==> src/rtl/mips_cpu_pkg.sv <==
// Shared types and constants for the MIPS fetch sequencer.
// Latency: n/a (types and constants only).
// Backpressure: n/a.
package mips_cpu_pkg;

  // Fetch-control request presented alongside the current instruction.
  typedef enum logic [1:0] {
    PC_SEQ    = 2'd0,
    PC_BRANCH = 2'd1,
    PC_JUMP   = 2'd2,
    PC_JR     = 2'd3
  } pc_ctrl_t;

  // Sequencer states; encoding 2'd3 is unused.
  typedef enum logic [1:0] {
    RUN    = 2'd0,
    DELAY  = 2'd1,
    HALTED = 2'd2
  } pc_state_t;

  localparam logic [31:0] DEFAULT_RESET_VECTOR = 32'hBFC0_0000;

endpackage

==> src/rtl/mips_cpu_pc_target.sv <==
// Control-transfer target computation for branch, jump and jump-register.
// Latency: combinational, same cycle as ctrl.
// Backpressure: none; the result is consumed or ignored by the sequencer.
// Ports: pc (current fetch address), ctrl (transfer kind), imm (branch offset),
//        idx (jump index), reg_target (jump-register value), target (result).
module mips_cpu_pc_target
  import mips_cpu_pkg::*;
(
  input  logic [31:0] pc,
  input  pc_ctrl_t    ctrl,
  input  logic [15:0] imm,
  input  logic [25:0] idx,
  input  logic [31:0] reg_target,
  output logic [31:0] target
);

  logic [31:0] pc_plus4;
  logic [31:0] br_offset;

  assign pc_plus4  = pc + 32'd4;
  // Word offset: sign-extend the 16-bit immediate and scale by 4.
  assign br_offset = {{14{imm[15]}}, imm, 2'b00};

  always_comb begin
    target = pc_plus4;
    case (ctrl)
      PC_BRANCH: target = pc_plus4 + br_offset;
      // Jump stays inside the 256 MB region of the delay-slot address.
      PC_JUMP:   target = {pc_plus4[31:28], idx, 2'b00};
      PC_JR:     target = reg_target;
      default:   target = pc_plus4;
    endcase
  end

endmodule

==> src/rtl/mips_cpu_pc_seq.sv <==
// Program-counter sequencer with optional branch delay slot and halt detection.
// Latency: one cycle from pc_ctrl to pc_out update; link_addr is combinational.
// Backpressure: stall=1 freezes all state; pc_ctrl is ignored while stalled.
// Ports: clk, rst (sync, active-high), stall, pc_ctrl, instr, reg_readdata in;
//        pc_out, link_addr, in_delay_slot, active out; addr_err out only when
//        MIPS_CPU_PC_ALIGN_CHECK_EN is defined (misaligned jump-register check).
module mips_cpu_pc_seq
  import mips_cpu_pkg::*;
#(
  parameter logic [31:0] RESET_VECTOR = DEFAULT_RESET_VECTOR,
  parameter logic [31:0] HALT_ADDR    = 32'h0000_0000,
  parameter int          DELAY_SLOT   = 1
) (
  input  logic        clk,
  input  logic        rst,
  input  logic        stall,
  input  logic [1:0]  pc_ctrl,
  input  logic [31:0] instr,
  input  logic [31:0] reg_readdata,
  output logic [31:0] pc_out,
  output logic [31:0] link_addr,
  output logic        in_delay_slot,
  output logic        active
`ifdef MIPS_CPU_PC_ALIGN_CHECK_EN
  ,
  output logic        addr_err
`endif
);

  pc_state_t   state_q, state_d;
  logic [31:0] pc_q, pc_d;
  logic [31:0] pend_q, pend_d;
  logic        active_q, active_d;
  logic        err_q, err_d;
  pc_ctrl_t    ctrl;
  logic [31:0] target;
  logic        at_halt;
  logic        unused_instr_hi;

  assign ctrl            = pc_ctrl_t'(pc_ctrl);
  assign at_halt         = (pc_q == HALT_ADDR);
  assign unused_instr_hi = ^instr[31:26];

  mips_cpu_pc_target u_target (
    .pc         (pc_q),
    .ctrl       (ctrl),
    .imm        (instr[15:0]),
    .idx        (instr[25:0]),
    .reg_target (reg_readdata),
    .target     (target)
  );

  always_ff @(posedge clk) begin
    if (rst) begin
      state_q  <= RUN;
      pc_q     <= RESET_VECTOR;
      pend_q   <= 32'd0;
      active_q <= 1'b1;
      err_q    <= 1'b0;
    end else begin
      state_q  <= state_d;
      pc_q     <= pc_d;
      pend_q   <= pend_d;
      active_q <= active_d;
      err_q    <= err_d;
    end
  end

  always_comb begin
    state_d  = state_q;
    pc_d     = pc_q;
    pend_d   = pend_q;
    active_d = active_q;
    err_d    = err_q;
    if (!stall) begin
      case (state_q)
        RUN: begin
          // Halt outranks any control transfer requested in the same cycle.
          if (at_halt) begin
            state_d  = HALTED;
            active_d = 1'b0;
          end
`ifdef MIPS_CPU_PC_ALIGN_CHECK_EN
          else if (ctrl == PC_JR && reg_readdata[1:0] != 2'b00) begin
            state_d  = HALTED;
            active_d = 1'b0;
            err_d    = 1'b1;
          end
`endif
          else if (ctrl == PC_SEQ) begin
            pc_d = pc_q + 32'd4;
          end else if (DELAY_SLOT != 0) begin
            // Fetch the delay-slot instruction first; redirect on the next step.
            pend_d  = target;
            pc_d    = pc_q + 32'd4;
            state_d = DELAY;
          end else begin
            pc_d = target;
          end
        end
        DELAY: begin
          // A transfer requested by the delay-slot instruction is dropped.
          if (at_halt) begin
            state_d  = HALTED;
            active_d = 1'b0;
          end else begin
            pc_d    = pend_q;
            state_d = RUN;
          end
        end
        default: begin
          state_d = state_q;
        end
      endcase
    end
  end

  assign pc_out        = pc_q;
  assign link_addr     = pc_q + ((DELAY_SLOT != 0) ? 32'd8 : 32'd4);
  assign in_delay_slot = (state_q == DELAY);
  assign active        = active_q;
`ifdef MIPS_CPU_PC_ALIGN_CHECK_EN
  assign addr_err      = err_q;
`else
  logic unused_err;
  assign unused_err = err_q ^ (^err_d);
`endif

endmodule

==> config.mk <==
export PLATFORM = sky130hd
export DESIGN_NAME = mips_cpu_pc_seq
export DESIGN_NICKNAME = d
export VERILOG_FILES = /design/src/rtl/mips_cpu_pkg.sv /design/src/rtl/mips_cpu_pc_target.sv /design/src/rtl/mips_cpu_pc_seq.sv
export SDC_FILE = /design/constraint.sdc
export NUM_CORES = 1
export LEC_CHECK = 0
export CORE_ASPECT_RATIO = 0.7
export CORE_UTILIZATION = 36
export CTS_CLUSTER_DIAMETER = 120
export DETAILED_ROUTE_END_ITERATION = 10
export GPL_TIMING_DRIVEN = 1
export MAX_ROUTING_LAYER = met4
export PLACE_DENSITY = 0.61
export SLEW_MARGIN = 10
export SYNTH_ARGS = -nofsm -noshare
export SYNTH_HDL_FRONTEND = slang
export SYNTH_SLANG_ARGS = --single-unit
==> constraint.sdc <==
create_clock -name clk -period 11.7 [get_ports clk]
set_input_delay 1.755 -clock clk [delete_from_list [all_inputs] [get_ports clk]]
set_output_delay 1.755 -clock clk [all_outputs]
set_load 0.01 [all_outputs]
# Yosys cells after proc, flatten, opt, wreduce, memory -nomap -nowiden
# Cells that the tools add are included.
dict set report totals {
  regBits 67
  output_inout_bits 66
  in_bits 69
}
dict set report classes {
  eq_ne 7
  addsub 3
  reduce_logical 9
  mux 8
  n_bitwise 3
}
# cell n
set op_table {}
lappend op_table {{32-bit case mux with 3 select lines} 1}
lappend op_table {{32-bit two-way mux} 2}
lappend op_table {{32-bit case mux with 2 select lines} 1}
lappend op_table {{32-bit by 3-bit adder with 32-bit output, second input constant} 1}
lappend op_table {{32-bit adder} 1}
lappend op_table {{32-bit by 4-bit adder with 32-bit output, second input constant} 1}
lappend op_table {{32-bit zero test} 1}
lappend op_table {{4-bit AND reduction} 2}
lappend op_table {{2-bit two-way mux} 3}
lappend op_table {{3-bit AND reduction} 2}
lappend op_table {{2-bit by 1-bit equality test with 1-bit output, second input constant} 2}
lappend op_table {{2-bit equality test, second input constant} 2}
lappend op_table {{2-bit zero test} 2}
lappend op_table {{2-bit inequality test, second input constant} 2}
lappend op_table {{2-bit case mux with 2 select lines} 1}
lappend op_table {{3-bit inequality test, second input constant} 1}
lappend op_table {{1-bit NOT} 3}
lappend op_table {{2-bit nonzero test} 1}
lappend op_table {{2-bit OR reduction} 1}

# Logic depth before layout (Yosys ltp)
dict set report depth {
  ltp_word 4
  depth_mapped 18
  depth_no_buf 16
}

# Hierarchy
# From an unflattened synthesis, not the netlist that was laid out.
dict set report hier_totals {
  hier_cells 851
  hier_area_um2 6996.7
}
# module seq_area_each_um2 area_per_inst_um2 n_inst cells_per_inst
set by_module_without_submodules {}
lappend by_module_without_submodules {mips_cpu_pc_seq 1341.3 4137.7 1 501}
lappend by_module_without_submodules {mips_cpu_pc_target 0.0 2859.0 1 350}

# Worst setup path before layout
# No wires, ideal clock.
dict set report synth_timing {
  path_kind {register -> register}
  start {reg pc_q[3], in the netlist pc_out[3]}
  end {reg pend_q[27]}
  path_stages_with_launch 16
  period_less_slack_ns 3.911
  n_path_buf 1
  required_time_ns 11.577
  arrival_ns 3.788
  setup_slack_ns 7.789
  path_cell_list {dfxtp_1 ha_1 nand3_2 or4_4 buf_6 nor3_1 xor2_1 ha_1 and2_1 a221oi_1 o211a_1 a32o_1 o31ai_1 or4_1 a31oi_1 o21ai_0}
}
dict set report synth_between {
  elab_chain_len 3
}
# item line_no
set synth_lines {}
lappend synth_lines {{start: declaration} mips_cpu_pc_seq.sv:31} ;# logic [31:0] pc_q, pc_d;
lappend synth_lines {{start signal: assignment} mips_cpu_pc_seq.sv:62} ;# pc_q <= pc_d;
lappend synth_lines {{32-bit by 3-bit adder with 32-bit output or 32-bit zero test (tied branches)} {mips_cpu_pc_target.sv:20, mips_cpu_pc_seq.sv:41}}
lappend synth_lines {{32-bit adder or 1-bit NOT (tied branches)} -}
lappend synth_lines {{32-bit case mux with 3 select lines or 4-bit AND reduction (tied branches)} -}
lappend synth_lines {{end signal: assignment} mips_cpu_pc_seq.sv:63} ;# pend_q <= pend_d;
lappend synth_lines {{end: declaration} mips_cpu_pc_seq.sv:32} ;# logic [31:0] pend_q, pend_d;
# Parallel ways exist; a longest one is shown, timed or not.
# A chain may end at the register's enable or synchronous reset.

# Worst setup path after layout
dict set report layout_timing {
  start {reg pc_q[7], in the netlist pc_out[7]}
  end {out link_addr[30]}
}
dict set report layout_between {
  elab_chain_len 1
}
# item line_no
set layout_lines {}
lappend layout_lines {{32-bit by 4-bit adder with 32-bit output} mips_cpu_pc_seq.sv:119} ;# assign link_addr = pc_q + ((DELAY_SLOT != 0) ? 32'd8 : 32'd4);
lappend layout_lines {{end: declaration} mips_cpu_pc_seq.sv:21} ;# output logic [31:0] link_addr,
# Every way passes these cells.

==> qor.yml <==
logic_synthesis:
  ys_warn_count: 0
  yosysSeqAreaShare_pct: 20.88
  synthTopCellsByCount: "nand2_1, nor2_1, a21oi_1"
  yosysMostFrequentCell: "nand2_1"
  syn_area_um2: 6422
  ys.flop_type: "dfxtp_1"
  synth_top_cell_area_share_pct: 20.88
  async_reset_ff_share_pct: 0
  yosysUniqueCellTypes: 73
  ys_ff_latch: 67
  synth_edf_count: 0
  postSynthCellCount: 895
  synth.area.top_cells: "dfxtp_1, ha_1, nand2_1"
  postSynthAreaPerCell_um2: 7.176
  syn_nets: 1001
  synth_top_cell_by_area: "dfxtp_1"
route:
  wl_per_cell_um: 18.86
  vias: 6933
  drt-pass1-iter-count: 5
  antenna_left: 0
  vias_per_cell: 5.744
  drc: 0
  drtIter0Drc: 578
  routed_wl_um: 22760
hold_path:
  hp-class: "reg2reg"
  whs_endpoint: "pend_q[14]"
  worstHoldStart: "pend_q[14]"
  min_path_cells: 2
global_route:
  grt_pass1_wl_um: 35520
  grt_max_degree: 53
  antenna_found_initial: 0
  grt-ovfl-total: 0
  grt_pass1_vias: 6267
  grtUsageTotal_pct: 25.84
worst_setup_path:
  reg2reg_depth: 16
  end_kind: "output port"
  critical_path.max_fanout: 9
  crit_chain: "and3_1 -> nand3_1 -> nor3_1 -> nand2_1 -> nor2_1 -> nand3_1 -> xnor2_1 -> clkdlybuf4s50_1"
  startpoint_type: "register"
  worstPathArrival_ps: 3510
  cp_common_cell: "nand3_1"
  cpMaxStageDelayCell: "nor3_1"
  path_depth: 8
  rr_startpoint: "pc_out[2]"
  cp_num_buf_inv: 1
  regToRegEndpoint: "pend_q[27]"
  worstSetupPathType: "reg2out"
  cpPeakStageDelay_ps: 710
  rrSetupSlack_ps: 6630
  crit_family: "simple AND/OR/NAND/NOR gates"
  cp.required_ps: 9950
clocking:
  clock_latency_ps: 340
  htreeDepth: 3
  cts_tree: "yes"
  cts_inserted_buffers: 9
  post_cts_buffers: 0
  path_clk_slew_ps: 60
  cts.sinks: 67
  postCtsHoldBufs: 0
  clockBufferDepth: 2
  cts_resized: 0
  root_buffer: "clkbuf_16"
floorplanning:
  io_pins: 135
  die_width_um: 161.6
  rows: 40
  start_util_pct: 37.09
  core_area_um2: 17320
  die_area_um2: 18390
  die_y_um: 113.8
layout:
  fin_nets: 1077
  antenna-diode-count: 0
  layout-drive-gt1-share_pct: 5.533
  area_growth_pct: 25.29
timing:
  tns_ps: 0
  max_freq_ghz: 0.1899
  drv_slew: 0
  worstMarginPinSlew_ps: 1142
  min_period_ps: 5265
  maxSlewHeadroom_pct: 23.60
  hold_violations: 0
  period_share_pct: 45.00
  finalSetupViolations: 0
  finalClockSkew_ps: 14.25
  rsz0062_at_grt: "no"
  setup_ws_ps: 6435
pwr:
  power.density_nw_per_um2: 96.79
  p_leak_uw: 0.003200
  ir_drop_v: 0.00005574
placement:
  hpwl_um: 16510
  numPortBuffers: 128
  gp_congestion: 0.9232
  pre_cts_slack_ps: 6801
run:
  cap_violations: 0
outcome:
  outcome: "finished, final reports clean"
==> where the power goes <==
part	switching, µW	internal (µW)
logic	115	96.5
registers	21.8	243
clock network	110	193
==> cells in the final DEF (no fill, tap or decap), types with 9 or more instances in the layout <==
master	count
clkdlybuf4s50_1	126
nand2_1	110
nor2_1	98
a21oi_1	82
dfxtp_1	67
o21ai_0	52
xnor2_1	38
ha_1	36
nand3_1	32
xor2_1	32
nor3_1	25
mux2i_1	17
inv_1	16
a31oi_1	15
a21o_1	13
and3_1	12
nor4_1	11
nand2b_1	10
o211ai_1	10
nand4_1	9
a221oi_1	9
clkbuf_16	9
buf_4	9
==> final cells by class <==
| class | instances | area, µm² |
|---|---|---|
| timing repair buffer | 137 | 1339 |
| sequential | 67 | 1341 |
| inverter | 18 | 67.56 |
| clock inverter | 4 | 73.82 |
| multi-input combinational | 738 | 4690 |
| clock buffer | 12 | 246.5 |
| fill | 1793 | 9270 |
| tap | 231 | 289.0 |
==> worst min-delay path, stage by stage, from the launching register on <==
cell,delay (ps)
dfxtp_1,310
nand2_1,50
a21oi_1,50
==> through the flow <==
stage / util, % / instances / instance area (µm²) / hold slack [ps] / power [µW]
floorplan: - / 895 / 6422 / 425.5 / 395.9
finish: 46.47 / 1207 / 8046 / 453.9 / 778.8
detailed placement: 44.62 / 1191 / 7726 / 448.2 / 477.1
global placement: 44.62 / 1191 / 7726 / 433.0 / 476.4
CTS: 46.47 / 1207 / 8046 / 453.3 / 779.8
global route: 46.47 / 1207 / 8046 / 469.7 / 813.3
==> cell families (layout without fill, tap and decap cells) <==
family	after synthesis	in the layout	share of synthesized area, %
compound gates	246	246	23.81
xor+xnor	71	71	9.799
fa+ha+maj	37	37	7.325
buf+inv	90	171	6.371
flops	67	67	20.88
mux	24	24	4.403
simple gates	360	360	27.41
==> layer usage <==
layer  up-vias  GRT usage [%]  share of wire (%)
met5         -              -                  0
met4         0          6.164                1.7
met3        29          3.418                7.0
met2       288          38.33                 43
met1      3237          36.91                 49
li1       3379              -                  -
==> worst max-delay path by stage <==
stage                         start             to
after floorplan           pc_out[3]     pend_q[27]
after global placement    instr[15]     pend_q[27]
after detailed placement   instr[0]     pend_q[28]
after CTS                 pc_out[7]  link_addr[30]
after global routing      pc_out[7]  link_addr[30]
final                     pc_out[7]  link_addr[30]
==> sequential cells by signal, summed over array words and instances, names as in the netlist <==
signal   cells
pc_out      32
pend_q      32
state_q      2
active       1
No activity file was read; power rests on OpenSTA's default activity.
